**src/rtl/fpu_pkg.sv**
```systemverilog
// Shared double-precision constants and converter state encoding for the FPU slice.
package fpu_pkg;

    localparam int unsigned DP_EXP_W    = 11;
    localparam int unsigned DP_FRAC_W   = 52;
    localparam int unsigned DP_BIAS     = 1023;
    // Exponent of a value whose leading one sits in bit 63 (bias + 63).
    localparam int unsigned DP_INT_EXP0 = 1086;

    typedef enum logic [1:0] {
        IDLE,
        NORM,
        ROUND
    } cvt_state_e;

endpackage

```
**src/rtl/int_to_fp_convert_if.sv**
```systemverilog
// Start/busy/done handshake and data bus of the integer-to-double converter.
interface int_to_fp_convert_if;

    logic        start;
    logic        is_signed;
    logic [63:0] int_in;
    logic [63:0] fp_out;
    logic        busy;
    logic        done;
    logic        inexact;

    modport master (
        output start, is_signed, int_in,
        input  fp_out, busy, done, inexact
    );

    modport slave (
        input  start, is_signed, int_in,
        output fp_out, busy, done, inexact
    );

endinterface

```
**src/rtl/dp_round_rne.sv**
```systemverilog
// Round-to-nearest-even of a normalised 64-bit magnitude into a double {exp, frac} field.
module dp_round_rne
    import fpu_pkg::*;
(
    input  logic [63:0]                   mag_i,
    input  logic [DP_EXP_W-1:0]           exp_i,
    output logic [DP_EXP_W+DP_FRAC_W-1:0] exp_frac_o,
    output logic                          inexact_o
);

    logic lsb;
    logic guard;
    logic sticky;
    logic round_up;

    assign lsb      = mag_i[11];
    assign guard    = mag_i[10];
    assign sticky   = |mag_i[9:0];
    assign round_up = guard & (sticky | lsb);

    // The hidden bit mag_i[63] is added arithmetically on top of exp-1, so a
    // fraction carry-out naturally increments the exponent field.
    assign exp_frac_o = {exp_i - DP_EXP_W'(1), {DP_FRAC_W{1'b0}}}
                      + {{(DP_EXP_W-1){1'b0}}, mag_i[63:11]}
                      + (DP_EXP_W+DP_FRAC_W)'(round_up);

    assign inexact_o = guard | sticky;

endmodule

```
**src/rtl/int_to_fp_convert.sv**
```systemverilog
// Multi-cycle signed/unsigned 64-bit integer to IEEE-754 double converter (iterative normalise, RNE).
module int_to_fp_convert
    import fpu_pkg::*;
#(
    parameter int unsigned NORM_STEP = 8
) (
    input  logic                clk,
    input  logic                reset,
    int_to_fp_convert_if.slave  bus
);

    localparam logic [DP_EXP_W-1:0] EXP0   = DP_EXP_W'(DP_INT_EXP0);
    localparam logic [DP_EXP_W-1:0] STEP_E = DP_EXP_W'(NORM_STEP);

    cvt_state_e          state_q;
    logic                sign_q;
    logic                zero_q;
    logic [63:0]         mag_q;
    logic [DP_EXP_W-1:0] exp_q;
    logic [63:0]         fp_out_q;
    logic                busy_q;
    logic                done_q;
    logic                inexact_q;

    logic                sign_d;
    logic [63:0]         mag_d;
    logic [DP_EXP_W+DP_FRAC_W-1:0] rnd_exp_frac;
    logic                rnd_inexact;

    always_comb begin
        sign_d = bus.is_signed & bus.int_in[63];
        mag_d  = sign_d ? (~bus.int_in + 64'd1) : bus.int_in;
    end

    dp_round_rne u_round (
        .mag_i      (mag_q),
        .exp_i      (exp_q),
        .exp_frac_o (rnd_exp_frac),
        .inexact_o  (rnd_inexact)
    );

    always_ff @(posedge clk) begin
        if (reset) begin
            state_q   <= IDLE;
            sign_q    <= 1'b0;
            zero_q    <= 1'b0;
            mag_q     <= '0;
            exp_q     <= '0;
            fp_out_q  <= '0;
            busy_q    <= 1'b0;
            done_q    <= 1'b0;
            inexact_q <= 1'b0;
        end else begin
            done_q <= 1'b0;
            case (state_q)
                IDLE: begin
                    if (bus.start) begin
                        sign_q  <= sign_d;
                        mag_q   <= mag_d;
                        exp_q   <= EXP0;
                        zero_q  <= (mag_d == '0);
                        busy_q  <= 1'b1;
                        state_q <= (mag_d == '0) ? ROUND : NORM;
                    end
                end
                NORM: begin
                    if (mag_q[63 -: NORM_STEP] == '0) begin
                        mag_q <= mag_q << NORM_STEP;
                        exp_q <= exp_q - STEP_E;
                    end else if (!mag_q[63]) begin
                        mag_q <= mag_q << 1;
                        exp_q <= exp_q - DP_EXP_W'(1);
                    end else begin
                        state_q <= ROUND;
                    end
                end
                ROUND: begin
                    fp_out_q  <= zero_q ? '0 : {sign_q, rnd_exp_frac};
                    inexact_q <= zero_q ? 1'b0 : rnd_inexact;
                    done_q    <= 1'b1;
                    busy_q    <= 1'b0;
                    state_q   <= IDLE;
                end
                default: state_q <= IDLE;
            endcase
        end
    end

    assign bus.fp_out  = fp_out_q;
    assign bus.busy    = busy_q;
    assign bus.done    = done_q;
    assign bus.inexact = inexact_q;

endmodule
```
**src/flat_wrapper.sv**
```systemverilog
// flat-port wrapper written by rule: the top's interface ports become plain ports
module int_to_fp_convert_flat import fpu_pkg::*;
#(
    parameter int unsigned NORM_STEP = 8
)
  (clk, reset, bus_start, bus_is_signed, bus_int_in, bus_fp_out, bus_busy, bus_done, bus_inexact);
  int_to_fp_convert_if bus_i ();
  input  logic clk;
  input  logic reset;
  input wire logic [$bits(bus_i.start)-1:0] bus_start;
  input wire logic [$bits(bus_i.is_signed)-1:0] bus_is_signed;
  input wire logic [$bits(bus_i.int_in)-1:0] bus_int_in;
  output wire logic [$bits(bus_i.fp_out)-1:0] bus_fp_out;
  output wire logic [$bits(bus_i.busy)-1:0] bus_busy;
  output wire logic [$bits(bus_i.done)-1:0] bus_done;
  output wire logic [$bits(bus_i.inexact)-1:0] bus_inexact;
  assign bus_i.start = bus_start;
  assign bus_i.is_signed = bus_is_signed;
  assign bus_i.int_in = bus_int_in;
  assign bus_fp_out = bus_i.fp_out;
  assign bus_busy = bus_i.busy;
  assign bus_done = bus_i.done;
  assign bus_inexact = bus_i.inexact;
  int_to_fp_convert #(.NORM_STEP(NORM_STEP)) u_core (.clk(clk), .reset(reset), .bus(bus_i));
endmodule
```
**config.mk**
```make
export PLATFORM = sky130hd
export DESIGN_NAME = int_to_fp_convert_flat
export DESIGN_NICKNAME = d
export VERILOG_FILES = /design/src/rtl/fpu_pkg.sv /design/src/rtl/int_to_fp_convert_if.sv /design/src/rtl/dp_round_rne.sv /design/src/rtl/int_to_fp_convert.sv /design/src/flat_wrapper.sv
export SDC_FILE = /design/constraint.sdc
export NUM_CORES = 1
export LEC_CHECK = 0
export BUFFER_PORTS_ARGS = -buffer_cell sky130_fd_sc_hd__buf_2
export CORE_ASPECT_RATIO = 0.75
export CORE_MARGIN = 4
export CORE_UTILIZATION = 40
export DETAILED_ROUTE_END_ITERATION = 6
export SLEW_MARGIN = 25
export SYNTH_ARGS = -nofsm -noshare
export SYNTH_HDL_FRONTEND = slang
export SYNTH_SLANG_ARGS = --single-unit
```
**constraint.sdc**
```tcl
create_clock -name clk -period 10.5 [get_ports clk]
set_clock_uncertainty 0.2 [all_clocks]
set_input_delay 3.15 -clock clk [delete_from_list [all_inputs] [get_ports clk]]
set_output_delay 3.15 -clock clk [all_outputs]
set_load 0.05 [all_outputs]
```
# After elaboration in Yosys (flattened, before gate mapping)
# Cells that the tools add are included.
[totals] wordCells=56 ff_bits=146 inputBits=68 out_inout_bits=67
[op_classes] n_eq_ne=6 muxes=19 reduce_logical=11 add_sub_neg=5 n_bitwise=5
[op_table] op="$mux W64" count=5
[op_table] op="$pmux W64 S2" count=1
[op_table] op="$add A64 B1 Y64 const B" count=1
[op_table] op="$logic_not A64 Y1" count=1
[op_table] op="$not A64 Y64" count=1
[op_table] op="$add A63 B1 Y63" count=1
[op_table] op="$add A63 B53 Y63" count=1
[op_table] op="$mux W11" count=3
[op_table] op="$pmux W11 S2" count=1
[op_table] op="$sub A11 B1 Y11 const B" count=1
[op_table] op="$sub A11 B4 Y11 const B" count=1
[op_table] op="$reduce_or A10 Y1" count=1
[op_table] op="$logic_not A8 Y1" count=1
[op_table] op="$mux W2" count=4
[op_table] op="$reduce_and A2 Y1" count=3
[op_table] op="$reduce_and A3 Y1" count=2
[op_table] op="$ne A2 B2 Y1 const B" count=2
[op_table] op="$pmux W2 S2" count=1
[op_table] op="$reduce_bool A2 Y1" count=2
[op_table] op="$mux W1" count=3
[op_table] op="$ne A3 B3 Y1 const B" count=1
[op_table] op="$and A1 B1 Y1" count=2
[op_table] op="$eq A2 B1 Y1 const B" count=1
[op_table] op="$eq A2 B2 Y1 const B" count=1
[op_table] op="4 further kinds" count=5

# Depth between registers and ports, before layout
# Gate-level depths: netlist (run 1).
[depth] ltp_word=7 depth_mapped=16

# By module
# Synthesis (run 1) repeated with hierarchy kept, for this count alone.
[hier_totals] cells_unflattened=1176 hier_area_um2=9721.8
[by_module_without_submodules] module="int_to_fp_convert" area_per_inst_um2=8027.7 cells_each=927 n_inst=1 seq_area_each_um2=2922.8
[by_module_without_submodules] module="dp_round_rne" area_per_inst_um2=1694.1 cells_each=249 n_inst=1 seq_area_each_um2=0.0

# Worst setup path before layout (run 1)
# No wires, ideal clock.
[synth_path] path_type="in2reg" start="input port bus_int_in[30]" end="register u_core.state_q[1]" stages=11 arrival_time_ns=6.600 setup_time_ns=0.068 path_slack_ns=3.632 cell_sequence="buf_6 -> or4_1 -> buf_2 -> or4_4 -> nor4_4 -> a21oi_2 -> xor2_1 -> or4_1 -> or4_1 -> or4_4 -> a21oi_2"
[synth_between] elab_chain_cells=7
[synth_lines] element="from (decl)" line="flat_wrapper.sv:12" text="input wire logic [$bits(bus_i.int_in)-1:0] bus_int_in;"
[synth_lines] element="$not A64 Y64" line="int_to_fp_convert.sv:32" text="mag_d = sign_d ? (~bus.int_in + 64'd1) : bus.int_in;"
[synth_lines] element="$add A64 B1 Y64" line="int_to_fp_convert.sv:32"
[synth_lines] element="$mux W64 (*)" line="int_to_fp_convert.sv:32"
[synth_lines] element="$logic_not A64 Y1 (*)" line="int_to_fp_convert.sv:63" text="state_q <= (mag_d == '0) ? ROUND : NORM;"
[synth_lines] element="$mux W2 (*)" line="int_to_fp_convert.sv:63"
[synth_lines] element="$mux W2 (*)" line="int_to_fp_convert.sv:57" text="if (bus.start) begin"
[synth_lines] element="$pmux W2 S2 (*)" line="int_to_fp_convert.sv:55" text="case (state_q)"
[synth_lines] element="to (signal assigned)" line="int_to_fp_convert.sv:63"
[synth_lines] element="to (decl)" line="int_to_fp_convert.sv:15" text="cvt_state_e state_q;"
# Every way passes the cells marked *; elsewhere a longest branch is shown, timed or not. The select of a mux whose other input is x is not followed.
# A chain may end at the register's enable or synchronous reset.

# Final worst setup path (run 1)
[layout_path] start="input port bus_int_in[3]" end="register u_core.zero_q"
[layout_between] elab_chain_cells=4
[layout_lines] element="$not A64 Y64" line="int_to_fp_convert.sv:32"
[layout_lines] element="$add A64 B1 Y64" line="int_to_fp_convert.sv:32"
[layout_lines] element="$mux W64 (*)" line="int_to_fp_convert.sv:32"
[layout_lines] element="$logic_not A64 Y1 (*)" line="int_to_fp_convert.sv:61" text="zero_q <= (mag_d == '0);"
[layout_lines] element="to (signal assigned)" line="int_to_fp_convert.sv:61"
[layout_lines] element="to (decl)" line="int_to_fp_convert.sv:17" text="logic zero_q;"
# Every way passes the cells marked *; elsewhere a longest branch is shown, timed or not.

==> results of run 1 <==
[flip-flops by register name (all words and copies together) (netlist names)]
| register | count |
|---|---|
| u_core.bus.fp_out | 64 |
| u_core.mag_q | 64 |
| u_core.exp_q | 11 |
| u_core.state_q | 2 |
| u_core.bus.busy | 1 |
| u_core.bus.done | 1 |
| u_core.bus.inexact | 1 |
| u_core.sign_q | 1 |
| u_core.zero_q | 1 |
[worst max path at each step]
stage / from / endpoint / slack (ns) / cells past startpoint
floorplan: bus_int_in[30] / u_core.state_q[1]$_SDFFE_PP0P_ / 3.63 / 11
global placement: bus_int_in[30] / u_core.zero_q$_SDFFE_PP0P_ / 3.31 / 10
detailed placement: bus_int_in[3] / u_core.state_q[1]$_SDFFE_PP0P_ / 3.21 / 10
CTS: bus_int_in[3] / u_core.state_q[1]$_SDFFE_PP0P_ / 3.64 / 10
global route: bus_int_in[3] / u_core.state_q[1]$_SDFFE_PP0P_ / 3.26 / 10
finish: bus_int_in[3] / u_core.zero_q$_SDFFE_PP0P_ / 3.47 / 10
[stage by stage]
stage | setup slack, ns | cells
after floorplan | 3.632 | 1221
after global placement | 3.309 | 1563
after detailed placement | 3.209 | 1563
after CTS | 3.640 | 1592
after global routing | 3.259 | 1592
final | 3.466 | 1592
[power by group through the flow]
stage,Clock [mW],Sequential (mW),Combinational (mW)
final,0.632,0.673,0.382
after global routing,0.665,0.678,0.423
after CTS,0.641,0.670,0.379
after detailed placement,0,0.681,0.377
after global placement,0,0.681,0.375
after floorplan,0,0.646,0.288
[routing by layer]
layer	up-vias	GRT usage	part of all wire
met2	423	0.3756	0.45
met5	-	0	0
met1	4681	0.3463	0.46
met3	48	0.04427	0.075
li1	4706	-	-
met4	0	0.06068	0.018
[layout make-up]
cell class | count | area, µm² | share of cell area
clock inverter | 9 | 132.6 | 0.01215
inverter | 18 | 67.56 | 0.006188
tap | 300 | 375.4 | 0.03438
sequential | 146 | 2923 | 0.2677
clock buffer | 20 | 466.7 | 0.04275
timing repair buffer | 152 | 812.0 | 0.07438
multi-input combinational | 947 | 6141 | 0.5625
[placed cells by master (no fill, tap or decap), types with 8 or more instances in the layout]
master     synthesis  routed
and4_1            11      11
and3_1            19      19
nor3b_1            9       8
or4_1             18      18
a22oi_1           38      38
a221o_1           22      22
or3_1             15      15
buf_2              3     133
nand2_1           70      69
a22o_1            27      27
dfxtp_1          146     146
buf_4              0      18
a211oi_1          23      23
clkbuf_16          0      17
xor2_1            52      52
o31ai_1            8       8
xnor2_1           74      74
a21oi_1           73      73
nand3_1           32      32
nand4_1           25      25
a221oi_1          21      21
o21ai_0           39      39
o211a_1           18      18
a31oi_1           19      19
nor2_1           152     149
inv_1             17      17
nor4_1            20      19
a222oi_1          12      12
nor3_1            65      63
[logic make-up (layout without fill, tap and decap cells)]
group / Yosys count / count (layout) / share of synthesized area
AOI/OAI and AO/OA: 339 / 339 / 0.2590
xor gates and xnor gates: 126 / 126 / 0.1156
adders and majority gates: 7 / 7 / 0.009171
buffers and inverters: 128 / 199 / 0.05555
DFF: 146 / 146 / 0.3061
muxes: 5 / 5 / 0.005634
and+or+nand+nor: 470 / 470 / 0.2490
[worst max-delay path, cell delays in order]
cell and delay, ns:
buf_2 0.14, nor3_1 0.79, nand4_2 0.48, nor2_1 0.68
a31oi_1 0.20, xor2_1 0.20, nor4_1 0.65, nand4_1 0.21
or4_4 0.55, a21oi_2 0.12
==> flow_results.org, run 1 <==
** Place
- Half-perimeter wire length of the detailed placement result :: 23830 µm
- Input and output buffers added on the ports amount to 134.
- The congestion estimate from routability-driven global placement came to 0.9250.
- The placed instances occupy a cell area of 10310 µm².

** Logic synthesis
- Top cells by instance count after synthesis :: nor2_1 (152), dfxtp_1 (146), clkbuf_1 (91)
- The cell area that synthesis handed to floorplanning was 9549 µm².
- For this run, the leading register cell type out of synthesis is dfxtp_1.
- The cell count after synthesis came out at 1221.
- The synthesized netlist contains 68 unique library cells.
- Synthesis produced a netlist with a net count of 1296.
- Mean Syn Cell Area :: 7.821 µm²
- Fraction of post-synthesis cell area in the top cell type by area :: 0.3061
- Cells taking the most area after synthesis :: dfxtp_1 (31%), xnor2_1 (6.8%), nor2_1 (6.0%)
- In this run, synthesis produced a sequential element count of 146.
- Summed over all instances, the cell type with the most area after synthesis is dfxtp_1.
- Async set-reset flop share out of synthesis :: 0
- During synthesis, Yosys emitted a total of 0 warnings.
- Most used standard cell by instance count after synthesis :: nor2_1
- Count of flip-flops with a built-in enable after synthesis :: 0
- Register area share after synthesis :: 0.3061

** Timing
- Unrepaired setup endpoints after global routing :: no
- The max-slew violation count came to 0.
- Headroom to the max-slew limit came out at 0.3519.
- Final-report setup violation count :: 0
- Min Clock Period, post-route :: 7.034 ns
- Setup tns final :: 0 ns
- At the pin with the least slew margin, the transition time is 0.9686 ns.
- Based on the critical path, the design can be clocked at up to 142.2 MHz.
- The hold violation total from the final report was 0.
- On the final layout, the worst hold slack is 0.2523 ns.
- Portion of the clock cycle consumed by the worst path in the final layout :: 0.6699

** Global route
- Largest net degree at the start of global routing :: 102
- After global routing the overflow that remains totals 0.
- For this run, the total global-route usage over all layers was measured as 0.2410.
- The first global-routing pass estimated 51770 µm of wire.
- The initial antenna violation count came to 0.
- The number of global-route vias before repair was 9065.

** Routing
- Count of antenna-violating nets left after detailed routing :: 0
- DRC viols :: 0
- Vias per std cell :: 6.192
- For this block, the routed nets add up to 33060 µm of wire.
- Number of vias in the routed layout :: 9858
- Drt pass-1 iters :: 7
- In the final routed layout, each cell accounts on average for 20.77 µm.
- Iteration-0 DRC Markers :: 1309

** CTS
- The number of hold buffers added after CTS was 0.
- CTS Root Buffer Type :: clkbuf_16
- CTS saw 146 sinks.
- Clock tree synthesis inserted a total of 17 buffers.
- Worst-case clock buffer depth :: 2
- Post CTS Setup Buffer Count :: 0
- The H-tree was split into 4 levels.
- Post-cts sizing count :: 0
- CTS tree :: built
- Insertion delay of the later-clocked pin in the worst-skew pair :: 0.42 ns
- After clock tree synthesis, the clock-pin slew on the worst setup and hold paths is 0.06 ns.

** Floorplanning
- I/O Pins :: 135
- In this run the core area contains 48 standard-cell rows.
- In this run the vertical extent of the chip is 141.8 µm.
- After floorplanning, the core was sized to cover 23240 µm².
- The die covers 26430 µm².
- Effective utilization at floorplan :: 0.4109
- Die outline width :: 186.4 µm

** Worst setup path
- The endpoint identified for the worst register-to-register timing path is u_core.bus.fp_out[62]$_SDFFE_PP0P_.
- Worst reg2reg path startpoint :: u_core.mag_q[5]$_SDFFE_PP0P_
- Setup slack on the worst reg-to-reg path comes out at 6.35 ns.
- The number of cells on the worst reg-to-reg path is 14.
- Required time of the worst setup path :: 10.66 ns
- Kind of capture point of the worst setup path :: register
- Start-to-end type of the worst setup path :: primary input to register
- Maximum fanout along the worst path :: 9
- Kind of start point of the critical path :: primary input
- At the worst endpoint, the arrival time is 7.19 ns.

** Run
- Max-cap violations in this run came to 0.

** Power and ir drop
- The share of total power dissipated in the clock network is 0.375.
- Of the total power, registers draw 0.399.
- Int Power :: 1.131 mW
- The share of total power dissipated in combinational logic is 0.226.
- PD cells :: 154.5 nW/µm²
- The analysis attributes to net switching a power of 0.5565 mW.
- Worst VDD drop :: 0.1118 mV
- Summed over all cells, the static leakage comes to 4.312 nW.
- Overall power consumption after layout is estimated at 1.687 mW.
- Of the total power, the share spent switching nets is 0.3298.

** Hold path
- The worst hold path was traced through 2 stages.
- Startpoint of the worst hold path :: u_core.sign_q$_SDFFE_PP0P_
- The path class of the tightest hold or removal check is register to register.
- Endpoint with the worst hold slack :: u_core.sign_q$_SDFFE_PP0P_

** Outcome
- Run status :: complete, no violations

** Layout
- At the end of the flow the core is filled with cells to 0.4697.
- Compared with the post-synthesis result, the final layout area differs by 14.33%.
- Layout cell share with drive strength beyond 1 :: 0.1602
- In the final design database the tool counted 1357 nets.
- 0 antenna diodes ended up in the layout.
- With fillers left out, the area of the finished cells amounts to 10920 µm².
- Layout fillers :: 2369
(Power assumes the default switching activity.)
==> run 2, diff against run 1 <==
- clock period: 10.5 -> 7.2 ns (I/O delays scaled with it)
==> flow_results.org, run 2 (synthesis results as in run 1) <==
** Power and ir drop
- The internal cell power was 1.571 mW (+39%).
- The leakage power figure is 4.312 nW (about the same).
- Sw Pwr :: 0.8395 mW (+51%)
- The relative contribution of sequential cells to total power was 0.407 (+0.008).
- The combinational share of power was 0.231 (+0.005).
- PD cells :: 221.1 nW/µm² (+43%)
- Design Power :: 2.410 mW (+43%)
- The net switching share of the total power was 0.3483 (+0.01847).
- The maximum resistive drop on vdd is 0.1907 mV (+71%).
- The clock share of power is 0.362 (-0.013).

** Timing
- The transition time at the pin with the least slew margin was 1.026 ns (+0.05728 ns).
- The total negative slack for setup checks came to 0 ns (unchanged).
- Final-report setup violation count :: 0 (unchanged)
- Setup repair after global routing left no endpoint under its margin.
- Final hold violations :: 0 (unchanged)
- In the finished design, the share of the clock period the worst path needs comes to 0.8100.
- The max-slew violation count is 0 (unchanged).
- Max Clk Rate :: 171.5 MHz
- Min Clock Period, post-route :: 5.832 ns
- Worst slew margin relative to its limit :: 0.3124 (-0.03953)

** CTS
- The number of buffers added for setup after CTS came to 0 (unchanged).
- Post-cts sizing count :: 0 (unchanged)
- The cts-stage hold buffer count came to 0 (unchanged).
- CTS Root Buffer Type :: clkbuf_16
- CTS tree :: built
- Insertion delay of the later-clocked pin in the worst-skew pair :: 0.43 ns (about the same)
- Number of CTS-inserted buffers :: 17 (unchanged)
- The clock-pin slew reported for the worst setup and hold paths after clock tree synthesis was 0.07 ns (about the same).
- Level count of the clock H-tree :: 4 (unchanged)
- Clock Sinks :: 146 (unchanged)
- Worst-case clock buffer depth :: 2 (unchanged)

** Global route
- The largest net degree at the start of global routing came to 75 (-26%).
- Global-route wire length before repair :: 52540 µm (+1.5%)
- Antenna violations before repair :: 0 (unchanged)
- The number of global-route vias before repair came to 9076 (+0.12%).
- The overall overflow remaining after global route is 0 (unchanged).
- The total track usage is 0.2432 (+0.002210).

** Worst setup path
- Cells traversed along the worst timing path :: buf_2 > or4_1 > or4_4 > nor4_4 > a21oi_2 > xor2_1 > or4_1 > or4_1 > or4_4 > a21oi_2
- Max stage delay on crit path :: 0.66 ns (-0.13 ns)
- Launching instance or port of the critical path :: bus_int_in[30]
- The worst endpoint data arrival time came to 6.00 ns (-1.19 ns).
- The startpoint identified for the worst register-to-register timing path is u_core.mag_q[4]$_SDFFE_PP0P_.
- The critical path is of the primary input to register type.
- Maximum fanout along the worst path :: 9 (unchanged)
- Kind of start point of the critical path :: primary input
- The worst endpoint required time was 7.37 ns (-3.29 ns).
- The slowest stage of the critical path belongs to the cell or4_1.
- The worst setup path is captured at a register.
- By instance count, the cell type seen most on the critical path is or4_1.

** Layout
- Commonest cells after routing, fill and taps aside :: nor2_1 (149), dfxtp_1 (146), buf_2 (133), xnor2_1 (74), a21oi_1 (73)
- The library cell used most frequently in the layout, excluding fill and tap cells, is nor2_1.
- The final-layout fill cell count was 2347 (-0.93%).
- The post-layout instance count excluding filler cells came to 1597 (+0.31%).
- Number of nets in the final layout :: 1359 (+0.15%)
- The fraction of final layout cells sized beyond drive strength 1 was 0.1635 (+0.003237).
- From synthesis to final layout, the design area changed by 14.15%.
- Diodes inserted :: 0 (unchanged)

** Hold path
- In this run the most critical hold path is launched from u_core.sign_q$_SDFFE_PP0P_.
- Worst min-delay path class :: register to register

** Routing
- The via count normalized by instance count came to 6.211 (+0.30%).
- The detailed-route wire length came to 33150 µm (+0.27%).
- Drt pass-1 iters :: 5 (-2)
- The detail-routed net length per standard cell came to 20.76 µm (about the same).
- The number of routed nets with antenna violations was 0 (unchanged).
- Number of vias in the routed layout :: 9919 (+0.62%)
- The post-detailed-route DRC marker count is 0 (unchanged).
- The initial DRC count was 1176 (-10%).

** Floorplanning
- The count of standard-cell rows came to 48 (unchanged).
- Effective utilization at floorplan :: 0.4109 (unchanged)
- Die Ht :: 141.8 µm (unchanged)
- I/O Pins :: 135 (unchanged)
- Die outline width :: 186.4 µm (unchanged)
- DIE AREA :: 26430 µm² (unchanged)
- Core box area :: 23240 µm² (unchanged)

** Place
- The number of input and output port buffers inserted is 134 (unchanged).
- Half-perimeter wire length of the detailed placement result :: 24120 µm (+1.2%)
- Final Wtd Congestion :: 0.9447 (+2.1%)
- Placed Cells incl. Taps :: 1565 (+0.13%)

** Run
- Max cap viols :: 0 (unchanged)

** Outcome
- The run finished with clean final reports.
==> run 2: worst paths after layout <==
path	slack [ns]	cells past startpoint	end
setup / recovery	1.37	10	u_core.zero_q$_SDFFE_PP0P_
hold / removal	0.25	2	u_core.sign_q$_SDFFE_PP0P_
setup reg to reg	3.07	14	u_core.bus.fp_out[62]$_SDFFE_PP0P_
hold reg to reg	0.25	2	u_core.sign_q$_SDFFE_PP0P_
==> run 2: critical path, delay by kind of cell <==
family                    cells  cell delay (ns)
buffers and inverters         1             0.16
and+or+nand+nor               6             3.26
xor gates and xnor gates      1             0.18
AOI/OAI and AO/OA             2             0.24
==> run 2: power groups by stage <==
stage          logic, mW  registers [mW]  clock network (mW)
3_3_place_gp       0.547           0.993                   0
3_5_place_dp       0.549           0.994                   0
5_1_grt            0.615           0.990               0.920
6_report           0.556           0.981               0.873
4_1_cts            0.552           0.976               0.882
2_1_floorplan      0.420           0.942                   0
==> run 2: cell type report <==
type	count	area (µm²)	area share
clock buffer	18	439.2	0.04029
clock inverter	14	131.4	0.01205
inverter	18	67.56	0.006198
multi-input combinational	947	6141	0.5634
sequential	146	2923	0.2681
tap	300	375.4	0.03444
timing repair buffer	154	823.3	0.07553
==> run 2: metrics by stage <==
stage / hold WS [ns] / utilization / instance area (µm²) / setup slack, ns
2_1_floorplan: 0.2315 / - / 9549 / 1.322
3_3_place_gp: 0.2393 / 0.4441 / 10320 / 0.9594
3_5_place_dp: 0.2447 / 0.4441 / 10320 / 0.9255
4_1_cts: 0.2556 / 0.4687 / 10890 / 1.378
5_1_grt: 0.2882 / 0.4690 / 10900 / 1.130
6_report: 0.2527 / 0.4690 / 10900 / 1.368
==> run 2: per-layer routing <==
layer  vias to the layer above  part of all wire  wire, µm  global-route usage
met3                        32             0.073      2418             0.04230
li1                       4712                 -         -                   -
met2                       407              0.45     14790              0.3814
met5                         -                 0         0                   0
met1                      4768              0.47     15440              0.3524
met4                         0             0.015       499             0.05329
